$ cat src/rtl/imul_mul_rr_arbiter_if.sv
// Request, response and multiplier-side signals of the shared multiplier arbiter.
// Operand buses carry one NBITS slice per requester, requester i at [i*NBITS +: NBITS].
interface imul_mul_rr_arbiter_if #(
   parameter int NREQ  = 4,
   parameter int NBITS = 32
);
   logic [NREQ-1:0]       req_val;
   logic [NREQ-1:0]       req_rdy;
   logic [NREQ*NBITS-1:0] req_a;
   logic [NREQ*NBITS-1:0] req_b;
   logic [NREQ-1:0]       resp_val;
   logic [NREQ-1:0]       resp_rdy;
   logic [NBITS-1:0]      resp_msg;
   logic [NBITS-1:0]      mul_in0;
   logic [NBITS-1:0]      mul_in1;
   logic [NBITS-1:0]      mul_out;

   modport slave (
      input  req_val, req_a, req_b, resp_rdy, mul_out,
      output req_rdy, resp_val, resp_msg, mul_in0, mul_in1
   );

   modport master (
      output req_val, req_a, req_b, resp_rdy, mul_out,
      input  req_rdy, resp_val, resp_msg, mul_in0, mul_in1
   );
endinterface

$ cat src/rtl/imul_mul_rr_arbiter.sv
// Round-robin share of one registered multiplier; request fire at t gives resp_val at t+2.
// A held response blocks new grants; a grant in RESP needs the owner's response to fire.
module imul_mul_rr_arbiter #(
   parameter int NREQ  = 4,
   parameter int NBITS = 32
) (
   input  logic                clk,
   input  logic                reset,
   imul_mul_rr_arbiter_if.slave bus
);
   localparam int PW = $clog2(NREQ);

   typedef enum logic [1:0] {
      IDLE = 2'd0,
      CALC = 2'd1,
      RESP = 2'd2
   } state_t;

   state_t           state_q, state_d;
   logic [PW-1:0]    ptr_q, ptr_d;
   logic [PW-1:0]    owner_q, owner_d;
   logic [NBITS-1:0] result_q, result_d;

   logic [PW-1:0]    win;
   logic [PW-1:0]    cand;
   logic             found;
   logic             grant;
   int               idx;

   logic [NREQ-1:0]  req_rdy;
   logic [NREQ-1:0]  resp_val;
   logic [NBITS-1:0] resp_msg;
   logic [NBITS-1:0] in0;
   logic [NBITS-1:0] in1;

   // First valid requester scanning upward from ptr, wrapping at NREQ.
   always_comb begin
      win   = ptr_q;
      found = 1'b0;
      idx   = 0;
      cand  = '0;
      for (int k = 0; k < NREQ; k++) begin
         idx = int'(ptr_q) + k;
         if (idx >= NREQ) begin
            idx = idx - NREQ;
         end
         cand = PW'(idx);
         if (!found && bus.req_val[cand]) begin
            found = 1'b1;
            win   = cand;
         end
      end
   end

   always_comb begin
      state_d  = state_q;
      ptr_d    = ptr_q;
      owner_d  = owner_q;
      result_d = result_q;
      grant    = 1'b0;
      req_rdy  = '0;
      resp_val = '0;
      resp_msg = '0;
      in0      = '0;
      in1      = '0;

      case (state_q)
         IDLE: begin
            grant = found;
         end
         CALC: begin
            result_d = bus.mul_out;
            state_d  = RESP;
         end
         RESP: begin
            resp_val[owner_q] = 1'b1;
            resp_msg          = result_q;
            if (bus.resp_rdy[owner_q]) begin
               grant   = found;
               state_d = IDLE;
            end
         end
         default: begin
            state_d = IDLE;
         end
      endcase

      if (grant) begin
         req_rdy[win] = 1'b1;
         in0          = bus.req_a[win*NBITS +: NBITS];
         in1          = bus.req_b[win*NBITS +: NBITS];
         owner_d      = win;
         ptr_d        = (win == PW'(NREQ - 1)) ? '0 : win + PW'(1);
         state_d      = CALC;
      end

      // Outputs are forced quiet for the whole time reset is held low.
      if (!reset) begin
         req_rdy  = '0;
         resp_val = '0;
         resp_msg = '0;
         in0      = '0;
         in1      = '0;
      end
   end

   always_ff @(posedge clk) begin
      if (!reset) begin
         state_q  <= IDLE;
         ptr_q    <= '0;
         owner_q  <= '0;
         result_q <= '0;
      end else begin
         state_q  <= state_d;
         ptr_q    <= ptr_d;
         owner_q  <= owner_d;
         result_q <= result_d;
      end
   end

   assign bus.req_rdy  = req_rdy;
   assign bus.resp_val = resp_val;
   assign bus.resp_msg = resp_msg;
   assign bus.mul_in0  = in0;
   assign bus.mul_in1  = in1;
endmodule
$ cat src/flat_wrapper.sv
// flat-port wrapper written by rule: the top's interface ports become plain ports
module imul_mul_rr_arbiter_flat 
#(
   parameter int NREQ  = 4,
   parameter int NBITS = 32
)
  (clk, reset, bus_req_val, bus_req_a, bus_req_b, bus_resp_rdy, bus_mul_out, bus_req_rdy, bus_resp_val, bus_resp_msg, bus_mul_in0, bus_mul_in1);
  imul_mul_rr_arbiter_if #(.NREQ(NREQ), .NBITS(NBITS)) bus_i ();
  input  logic clk;
  input  logic reset;
  input wire logic [$bits(bus_i.req_val)-1:0] bus_req_val;
  input wire logic [$bits(bus_i.req_a)-1:0] bus_req_a;
  input wire logic [$bits(bus_i.req_b)-1:0] bus_req_b;
  input wire logic [$bits(bus_i.resp_rdy)-1:0] bus_resp_rdy;
  input wire logic [$bits(bus_i.mul_out)-1:0] bus_mul_out;
  output wire logic [$bits(bus_i.req_rdy)-1:0] bus_req_rdy;
  output wire logic [$bits(bus_i.resp_val)-1:0] bus_resp_val;
  output wire logic [$bits(bus_i.resp_msg)-1:0] bus_resp_msg;
  output wire logic [$bits(bus_i.mul_in0)-1:0] bus_mul_in0;
  output wire logic [$bits(bus_i.mul_in1)-1:0] bus_mul_in1;
  assign bus_i.req_val = bus_req_val;
  assign bus_i.req_a = bus_req_a;
  assign bus_i.req_b = bus_req_b;
  assign bus_i.resp_rdy = bus_resp_rdy;
  assign bus_i.mul_out = bus_mul_out;
  assign bus_req_rdy = bus_i.req_rdy;
  assign bus_resp_val = bus_i.resp_val;
  assign bus_resp_msg = bus_i.resp_msg;
  assign bus_mul_in0 = bus_i.mul_in0;
  assign bus_mul_in1 = bus_i.mul_in1;
  imul_mul_rr_arbiter #(.NREQ(NREQ), .NBITS(NBITS)) u_core (.clk(clk), .reset(reset), .bus(bus_i));
endmodule
$ cat config.mk
export PLATFORM = sky130hd
export DESIGN_NAME = imul_mul_rr_arbiter_flat
export DESIGN_NICKNAME = d
export VERILOG_FILES = /design/src/rtl/imul_mul_rr_arbiter_if.sv /design/src/rtl/imul_mul_rr_arbiter.sv /design/src/flat_wrapper.sv
export SDC_FILE = /design/constraint.sdc
export NUM_CORES = 1
export LEC_CHECK = 0
export BUFFER_PORTS_ARGS = -buffer_cell sky130_fd_sc_hd__buf_4
export CAP_MARGIN = 5
export CORE_AREA = 2 2 158 160
export DETAILED_ROUTE_END_ITERATION = 12
export DIE_AREA = 0 0 160 162
export HOLD_SLACK_MARGIN = 0.08
export SLEW_MARGIN = 25
export SYNTH_ARGS = -nofsm -noshare
export SYNTH_HDL_FRONTEND = slang
export SYNTH_SLANG_ARGS = --single-unit
$ cat constraint.sdc
create_clock -name clk -period 2 [get_ports clk]
set_clock_uncertainty 0.15 [all_clocks]
set_input_delay 0.1 -clock clk [delete_from_list [all_inputs] [get_ports clk]]
set_output_delay 0.1 -clock clk [all_outputs]
set_load 0.01 [all_outputs]
==> metrics.txt, run 1 <==
Longest Clk Path Bufs=2; Max stage delay cell, worst path=dfxtp_1; number of maximum-capacitance constraint violations=0; via count of the first global-routing pass=between 5k and 6k; startpoint type of the worst setup path=flop; Mapped Cells=451; hold violation total from the final report=0; top post-synthesis cells by area=mux2i_1, dfxtp_1, o22ai_1, nand2_1, and2_1; die area=between 20000 and 30000 um2; setup repair after global routing missed its margin=yes; Starting Density=15.55%; critical path cell sequence=nor2b_1 > nand2b_1 > a221oi_2 > buf_6 > clkinv_8 > buf_16 > mux2i_1 > o22ai_4 > buf_6; H-tree Lvls=2; Congestion Overflow GR=0; clock tree from TritonCTS=built; worst hold path cell count=4; drt drc=0; Power Density=611.6 nW/um2; depth of the most critical reg-to-reg path=5; synthesized cell area=3749 um2; pin count of the biggest net entering global routing=37; portion of total power attributed to the clock network=between 10% and 20%; count of flip-flops with a built-in enable after synthesis=0; register area share after synthesis=20.29%; run status=finished, violations left; clock net sink count=38; post-detailed-route count of antenna-violating nets=0; Async SR Flop Fraction=0%; number of warning messages in the yosys log=0; layout cell share with drive strength beyond 1=approximately 57%; GPL Wtd Cong=between 0.7 and 0.8; total via count after detailed routing=5197; sequential fraction of design power=16.6%; total power draw=5.236 mW; number of distinct library cell variants in the gate-level netlist after synthesis=34; detailed placer's ending HPWL=15560 um; WP depth=9; family with the most delay on the worst path=buffers and inverters; height of the die=162 um; Switching Fraction=36.23%; kind of critical path=reg2out; slew at the pin closest to its max-slew limit=0.4764 ns; Comb power frac=66.4%; crit path setup slack, layout=-0.4164 ns; Top FF cell, synth=dfxtp_1; GRT Overall Usage=13.87%; Nets=1204; Synth Net Count=753; Iteration-0 DRC Markers=249; filler instances=2441; Worst Path Buf+Inv=4; count of port buffers added during placement=401; Worst Setup End Kind=output port; Floorplan Core Area=24110 um2; cell internal pwr=3.339 mW; area share of the largest cell type after synthesis=34.98%; antenna violations before repair=0; clock buffer count from CTS=5; first-pass GRT wire length=28670 um; count of boundary I/O pins=about 400; Max rail drop VDD=343.3 uV; peak per-stage delay on the critical path=0.33 ns; count of TritonRoute iterations in the first routing pass=5; critical path arrival=2.17 ns; share of the clock period used by the worst path=120.8%; minimum clock period after layout=2.416 ns; Setup TNS Final=-25.99 ns; Total Wirelength=20770 um; Via-to-Cell Ratio=4.236; clock-pin transition on the worst setup and hold timing paths=approximately 0.06 ns; number of synthesized register bits=38; type of the tightest min-delay check=in2reg; Data required, critical path=1.75 ns; area leader, netlist=mux2i_1; horizontal die dimension=around 160 um; FF/Latch Area=763.2 um2; number of antenna diodes=0; worst-path fanout max=14; switching pwr=approximately 1.9 mW; Setup Viol. Count Final=slightly below 70; root buf cell=clkbuf_16; Skew-Pair Late Insertion Delay=0.28 ns; Avg WL per Cell=between 15 and 20 um; violated checks=setup timing; Leakage=4.305 nW; area of the multi-input gates=approximately 3100 um2; standard-cell row count=57; synthesis-to-finish area growth=128.4%; Syn Area/Cell=8.312 um2; placement-stage worst setup slack=-0.1893 ns; normalized max-slew margin=68.16%; final max-slew violation count=0; maximum clock rate=0.4138 GHz; cell seen most often among critical-path stages=buf_6
final timing paths:
kind	slack, ns	end	from
setup / recovery	-0.42	bus_mul_in0[17]	u_core.ptr_q[0]
hold / removal	0.18	u_core.ptr_q[1]	reset
setup reg to reg	0.12	u_core.owner_q[1]	u_core.owner_q[0]
hold reg to reg	0.30	u_core.result_q[27]	u_core.result_q[27]
synthesized netlist by cell type (2+ instances only):
cell,count
a21oi_1,34
and2_1,36
buf_2,3
buf_4,9
buf_6,14
clkbuf_1,12
dfxtp_1,38
ha_1,4
inv_1,7
mux2i_1,131
nand2_1,66
nand2b_1,2
nor2_1,8
nor3_1,3
o22ai_1,65
state kept, by name, summed over array words and instances, names as in the netlist:
name	count
u_core.owner_q	2
u_core.state_q	2
u_core.ptr_q	2
u_core.result_q	32
metrics by stage:
stage                     cell area [um2]  hold WS [ns]  instances  utilization, %
after floorplan                      3749       0.08596        451               -
after global placement               7256        0.1984       1172           30.10
after detailed placement             7256        0.2062       1172           30.10
after CTS                            7924        0.1776       1219           32.87
after global routing                 8561        0.1964       1227           35.51
final                                8561        0.1750       1227           35.51
timing repair:
action	CTS	global route
setup buffers	5	6
hold buffers	32	0
hold endpoints to repair	32	0
gates cloned	3	4
pin swaps	1	6
setup endpoints to repair	68	68
resized for setup	17	99
cell usage in the layout, fill, tap and decap left out, drive strengths merged:
cell type | netlist | layout
bufinv | 0 | 1
a21bo | 1 | 1
and3 | 1 | 1
a21oi | 34 | 34
o211ai | 1 | 1
o311ai | 1 | 1
and3b | 1 | 1
nor3 | 3 | 3
a211oi | 1 | 1
clkinv | 0 | 1
o21ai | 1 | 1
or3 | 1 | 1
a221oi | 1 | 1
buf | 28 | 448
clkbuf | 12 | 10
nand2b | 3 | 3
dfxtp | 38 | 38
ha | 4 | 4
and2 | 36 | 36
or4 | 1 | 1
nand2 | 67 | 67
o22ai | 65 | 65
nor2 | 9 | 9
mux4 | 1 | 1
dlygate4sd3 | 0 | 32
inv | 8 | 8
nor2b | 1 | 1
nor3b | 1 | 1
mux2i | 131 | 131
cell type report:
type | count | share of cell area [%]
Tap cell | 324 | 4.735
Sequential cell | 38 | 8.916
Clock buffer | 7 | 1.549
Inverter | 8 | 0.4969
Clock inverter | 1 | 0.3508
Timing Repair inverter | 1 | 0.1023
Multi-Input combinational cell | 365 | 36.01
Timing Repair Buffer | 483 | 47.84
kinds of logic (layout without fill, tap and decap cells):
group	Yosys count	count (layout)	share of synthesized area, %
multiplexers	132	132	35.58
AND/OR/NAND/NOR	124	124	16.49
AO/OA/AOI/OAI	105	105	17.39
buffers and inverters	48	500	8.911
flip-flops	38	38	20.29
adder cells (fa/ha/maj)	4	4	1.335
power by group through the flow:
stage / Clock [mW] / Sequential (mW) / Combinational, mW
after floorplan: 0 / 0.878 / 1.52
after global placement: 0 / 0.881 / 2.74
after detailed placement: 0 / 0.883 / 2.76
after CTS: 0.924 / 0.869 / 2.98
after global routing: 0.959 / 0.879 / 3.70
final: 0.891 / 0.870 / 3.47
worst min-delay path: stages:
cell and delay, ns:
buf_4 0.09, inv_1 0.11, buf_4 0.19, nor2_1 0.09
routing by layer:
layer  vias up  GRT usage (%)  share of wire [%]  wire [um]
met5         -              0                  0          0
met2       218          24.79                 51      10570
met1      2412          17.16                 40       8341
met4         0          2.088               0.90        187
met3        17          3.498                8.1       1674
li1       2550              -                  -          -
Note: power is estimated with default switching activity, not from simulation.
==> inputs of run 2 (changes only) <==
Settings changed: BUFFER_PORTS_ARGS -buffer_cell sky130_fd_sc_hd__buf_4 to not set, CORE_AREA 2 2 158 160 to 2 2 154 156, DIE_AREA 0 0 160 162 to 0 0 156 158, DONT_BUFFER_PORTS set to 1, SLEW_MARGIN 25 to 20.
==> run 2 against run 1 <==
The run still ends with setup timing left; highest routed layer unchanged; critical path depth is 1 lower; sequential power increased by 0.5%; largest cell class is now multi-input gates; clock power grew 1%; total power shrank 7.1%; register-to-register slack improved by 0.07 ns; via count down 23%; utilization decreased by 9.5 points; critical endpoint is now bus_mul_in1[7].
==> metrics.txt, run 2 (same netlist as run 1, synthesis figures left out) <==
Skew-Pair Late Insertion Delay=0.28 ns; Power Density=811.3 nW/um2; crit path setup slack, layout=-0.3429 ns; normalized max-slew margin=76.70%; start point of the worst hold path=bus_resp_rdy[0]; setup slack of the most critical reg-to-reg path=0.19 ns; Setup TNS Final=-18.37 ns; count of boundary I/O pins=around 400; final max-slew violation count=0; horizontal die dimension=156 um; clock buffer count from CTS=5; Worst Setup End Kind=output port; post-detailed-route count of antenna-violating nets=0; Hold Path End=u_core.state_q[1]; Post-Layout Cell Count=817; H-tree Lvls=2; most frequent cells in the layout=mux2i_1, nand2_1, buf_4, dfxtp_1; number of flip-flops in the largest register=32; Data required, critical path=roughly 1.8 ns; run status=finished, violations left; number of maximum-capacitance constraint violations=0; Avg WL per Cell=23.67 um; count of port buffers added during placement=0; die area=24650 um2; count of TritonRoute iterations in the first routing pass=4; instance area after placement=4288 um2; share of the clock period used by the worst path=117.1%; launching point of the worst reg2reg path=u_core.owner_q[0]; area of the multi-input gates=3281 um2; clock net sink count=38; total power draw=4.867 mW; Longest Clk Path Bufs=2; hold violation total from the final report=0; Starting Density=16.26%; height of the die=158 um; antenna violations before repair=0; pin count of the biggest net entering global routing=37; clock tree from TritonCTS=built; GRT Overall Usage=12.61%; number of antenna diodes=0; type of the tightest min-delay check=in2reg; first-pass GRT wire length=roughly 23000 um; final-layout worst hold slack=about 0.14 ns; worst hold path cell count=4; capture point of the worst reg-to-reg path=u_core.owner_q[0]; filler instances=2411; most common library cell in the layout ignoring fill and taps=mux2i_1; Total Wirelength=19340 um; clock-pin transition on the worst setup and hold timing paths=approximately 0.060 ns; depth of the most critical reg-to-reg path=5; Floorplan Core Area=23050 um2; fin area=5998 um2; drt drc=0; standard-cell row count=56; cell total after placement=around 750; slew at the pin closest to its max-slew limit=about 0.34 ns; Congestion Overflow GR=0; worst-path fanout max=11; layout cell share with drive strength beyond 1=32.26%; GPL Wtd Cong=0.9020; critical path arrival=2.09 ns; Max rail drop VDD=315.0 uV; FF/Latch Area=767.0 um2; Via-to-Cell Ratio=4.892; setup repair after global routing missed its margin=yes; kind of critical path=reg2out; synthesis-to-finish area growth=60.01%; Nets=828; total via count after detailed routing=3997; root buf cell=clkbuf_16; detailed placer's ending HPWL=12960 um; maximum clock rate=0.4268 GHz; Iteration-0 DRC Markers=255; Leakage=around 2.5 nW; minimum clock period after layout=2.343 ns; violated checks=setup timing; startpoint type of the worst setup path=flop; largest register by flop count=u_core.result_q; Setup Viol. Count Final=68; via count of the first global-routing pass=3599
-- run 2: metal layers --
layer	routed length [um]	global-route usage, %	up-vias
met5	0	0	-
met1	7119	14.28	1887
met4	435	3.582	0
met3	2118	5.721	26
met2	9661	21.41	276
li1	-	-	1808
-- run 2: area by class of cell --
type	count	share of cell area [%]
multi-input cells	365	54.69
repair buffers	108	22.92
flip-flops and latches	38	12.79
well taps	290	6.049
clock buffers	5	2.086
clock inverters	3	0.7509
inverters	8	0.7092
-- run 2: repair_timing --
action | CTS | global route
hold buffers | 33 | 0
pin swaps | 7 | 11
resized for setup | 60 | 84
setup buffers | 8 | 10
gates cloned | 10 | 6
setup endpoints to repair | 68 | 68
endpoints found under the hold margin | 36 | 0
-- run 2: how the worst max path moves through the flow --
stage / from / end / slack, ns / cells after the start
2_1_floorplan: u_core.owner_q[0] / bus_mul_in0[10] / 0.006 / 7
3_3_place_gp: u_core.ptr_q[0] / bus_mul_in0[22] / -0.1 / 8
3_5_place_dp: u_core.ptr_q[1] / bus_mul_in0[22] / -0.14 / 8
4_1_cts: u_core.owner_q[0] / bus_mul_in1[25] / -0.34 / 7
5_1_grt: u_core.ptr_q[0] / bus_mul_in1[27] / -0.43 / 10
6_report: u_core.ptr_q[1] / bus_mul_in1[7] / -0.34 / 8
-- run 2: power by group --
group,internal (mW),switching [mW]
Combinational,1.57,1.52
Sequential,0.832,0.0418
Clock,0.588,0.312
-- run 2: stage by stage --
| step | util (%) | worst slack [ns] |
|---|---|---|
| 2_1_floorplan | - | 0.005929 |
| 3_3_place_gp | 18.60 | -0.09616 |
| 3_5_place_dp | 18.60 | -0.1359 |
| 4_1_cts | 23.23 | -0.3356 |
| 5_1_grt | 26.02 | -0.4294 |
| 6_report | 26.02 | -0.3429 |
-- run 2: worst max-delay path, stage by stage, from the launching register on --
cell and delay, ns:
dfxtp_4 0.37, nor3_1 0.05, or3_1 0.32, o311ai_2 0.09, buf_4 0.22, nand2_8 0.11
buf_12 0.18, buf_12 0.14, o22ai_1 0.31
==> inputs of run 3 (changes only) <==
Settings changed: PLACE_DENSITY_LB_ADDON set to 0.12, SETUP_SLACK_MARGIN set to 0.4.
==> run 3 against run 2 <==
Clock-buffer cell count grew 1; clock power shrank 15%; highest routed layer is now met5; via count grew 0.43%; register-to-register slack lost 0.07 ns; die area is the same; the run still ends with setup timing left; global-route usage grew 2.2 points.
==> metrics.txt, run 3 (same netlist as run 1, synthesis figures left out) <==
run status=finished, violations left; clock net sink count=38; Worst Setup SP=u_core.ptr_q[1]; Max stage delay cell, worst path=dfxtp_4; share of the clock period used by the worst path=118.6%; clock tree from TritonCTS=built; largest register by flop count=u_core.result_q; startpoint type of the worst setup path=flop; layout cell share with drive strength beyond 1=50.63%; most common library cell in the layout ignoring fill and taps=mux2i_1; count of boundary I/O pins=402; peak per-stage delay on the critical path=around 0.36 ns; post-detailed-route count of antenna-violating nets=0; Power Density=around 770 nW/um2; count of port buffers added during placement=0; first-pass GRT wire length=26630 um; Iteration-0 DRC Markers=185; die area=24650 um2; Data required, critical path=1.75 ns; horizontal die dimension=156 um; Congestion Overflow GR=0; Longest Clk Path Bufs=2; Post-Layout Cell Count=849; number of flip-flops in the largest register=32; GPL Wtd Cong=~0.88; FF/Latch Area=slightly below 800 um2; start point of the worst hold path=reset; count of TritonRoute iterations in the first routing pass=4; detailed placer's ending HPWL=15720 um; hold violation total from the final report=0; minimum clock period after layout=2.372 ns; worst-path fanout max=14; post-layout util=29.47%; critical path cell sequence=a21bo_1 > a21oi_2 > a221oi_4 > buf_6 > inv_8 > buf_12 > buf_8 > mux2i_1 > o22ai_1 > buf_4; clock buffer count from CTS=5; Total Wirelength=about 21000 um; launching point of the worst reg2reg path=u_core.owner_q[0]; Max rail drop VDD=about 320 uV; Nets=854; maximum clock rate=0.4215 GHz; Floorplan Core Area=between 20000 and 25000 um2; Starting Density=between 10% and 20%; number of maximum-capacitance constraint violations=0; Setup Viol. Count Final=approximately 70; kind of critical path=reg2out; Leakage=2.604 nW; Worst Setup End Kind=output port; final max-slew violation count=0; H-tree Lvls=2; Skew-Pair Late Insertion Delay=0.27 ns; crit path setup slack, layout=-0.3724 ns; placement-stage worst setup slack=-0.2085 ns; height of the die=158 um; total via count after detailed routing=4014; GRT Overall Usage=14.79%; most frequent cells in the layout=mux2i_1, nand2_1, buf_4; filler instances=2379; clock-pin transition on the worst setup and hold timing paths=0.06 ns; pin count of the biggest net entering global routing=34; slew at the pin closest to its max-slew limit=0.4675 ns; area of the multi-input gates=3800 um2; normalized max-slew margin=between 60% and 70%; cell total after placement=between 700 and 800; critical path arrival=2.12 ns; type of the tightest min-delay check=in2reg; Via-to-Cell Ratio=4.728; synthesis-to-finish area growth=81.21%; drt drc=0; violated checks=setup timing; standard-cell row count=56; antenna violations before repair=5; setup repair after global routing missed its margin=yes; Avg WL per Cell=roughly 25 um; via count of the first global-routing pass=3927; root buf cell=clkbuf_16
## run 3: final timing paths
path	endpoint	slack [ns]	cells after the start
min reg2reg	u_core.result_q[22]	0.30	2
min	u_core.state_q[1]	0.08	3
max	bus_mul_in1[14]	-0.37	10
max reg2reg	u_core.owner_q[0]	0.12	6
## run 3: area by class of cell
class	instances	area share, %
clock buffer	6	1.897
sequential	38	11.33
inverter	8	0.5894
timing repair buffer	134	24.48
antenna	6	0.2210
clock inverter	2	0.2026
tap	290	5.342
multi-input combinational	365	55.94
## run 3: through the flow
| step | power, mW | TNS [ns] | hold WS (ns) | cell area, um2 |
|---|---|---|---|---|
| finish | 5.227 | -19.30 | 0.08102 | 6793 |
| global route | 5.504 | -25.77 | 0.09376 | 6788 |
| CTS | 4.630 | -19.43 | 0.07638 | 5952 |
| detailed placement | 2.975 | -2.113 | 0.09650 | 4415 |
| global placement | 2.965 | -2.380 | 0.09140 | 4415 |
| floorplan | 2.403 | 0 | 0.08596 | 3755 |
## run 3: metal layers
| layer | routed length, um | GRT usage [%] | share of wire, % |
|---|---|---|---|
| met1 | 7596 | 16.54 | 36 |
| met2 | 10960 | 27.14 | 53 |
| met3 | 1511 | 3.723 | 7.2 |
| met4 | 777 | 5.330 | 3.7 |
| met5 | 13 | 0 | 0.062 |
## run 3: repair_timing
item                                   in CTS  in global routing
pin swaps                                  24                 11
gates cloned                               11                  2
endpoints found under the hold margin      33                  0
setup endpoints to repair                 109                105
setup buffers                              15                 10
hold buffers                               32                  0
resized for setup                         134                144
## run 3: where the power goes
group	switching [mW]	internal, mW
clock	0.304	0.462
combinational	1.66	1.92
sequential	0.0469	0.834
## run 3: worst max-delay path, delay by kind of cell (launching register included)
kind / cells / cell delay, ns
buffers and inverters: 5 / 0.71
AOI/OAI and AO/OA: 4 / 0.53
DFF: 1 / 0.36
muxes: 1 / 0.22
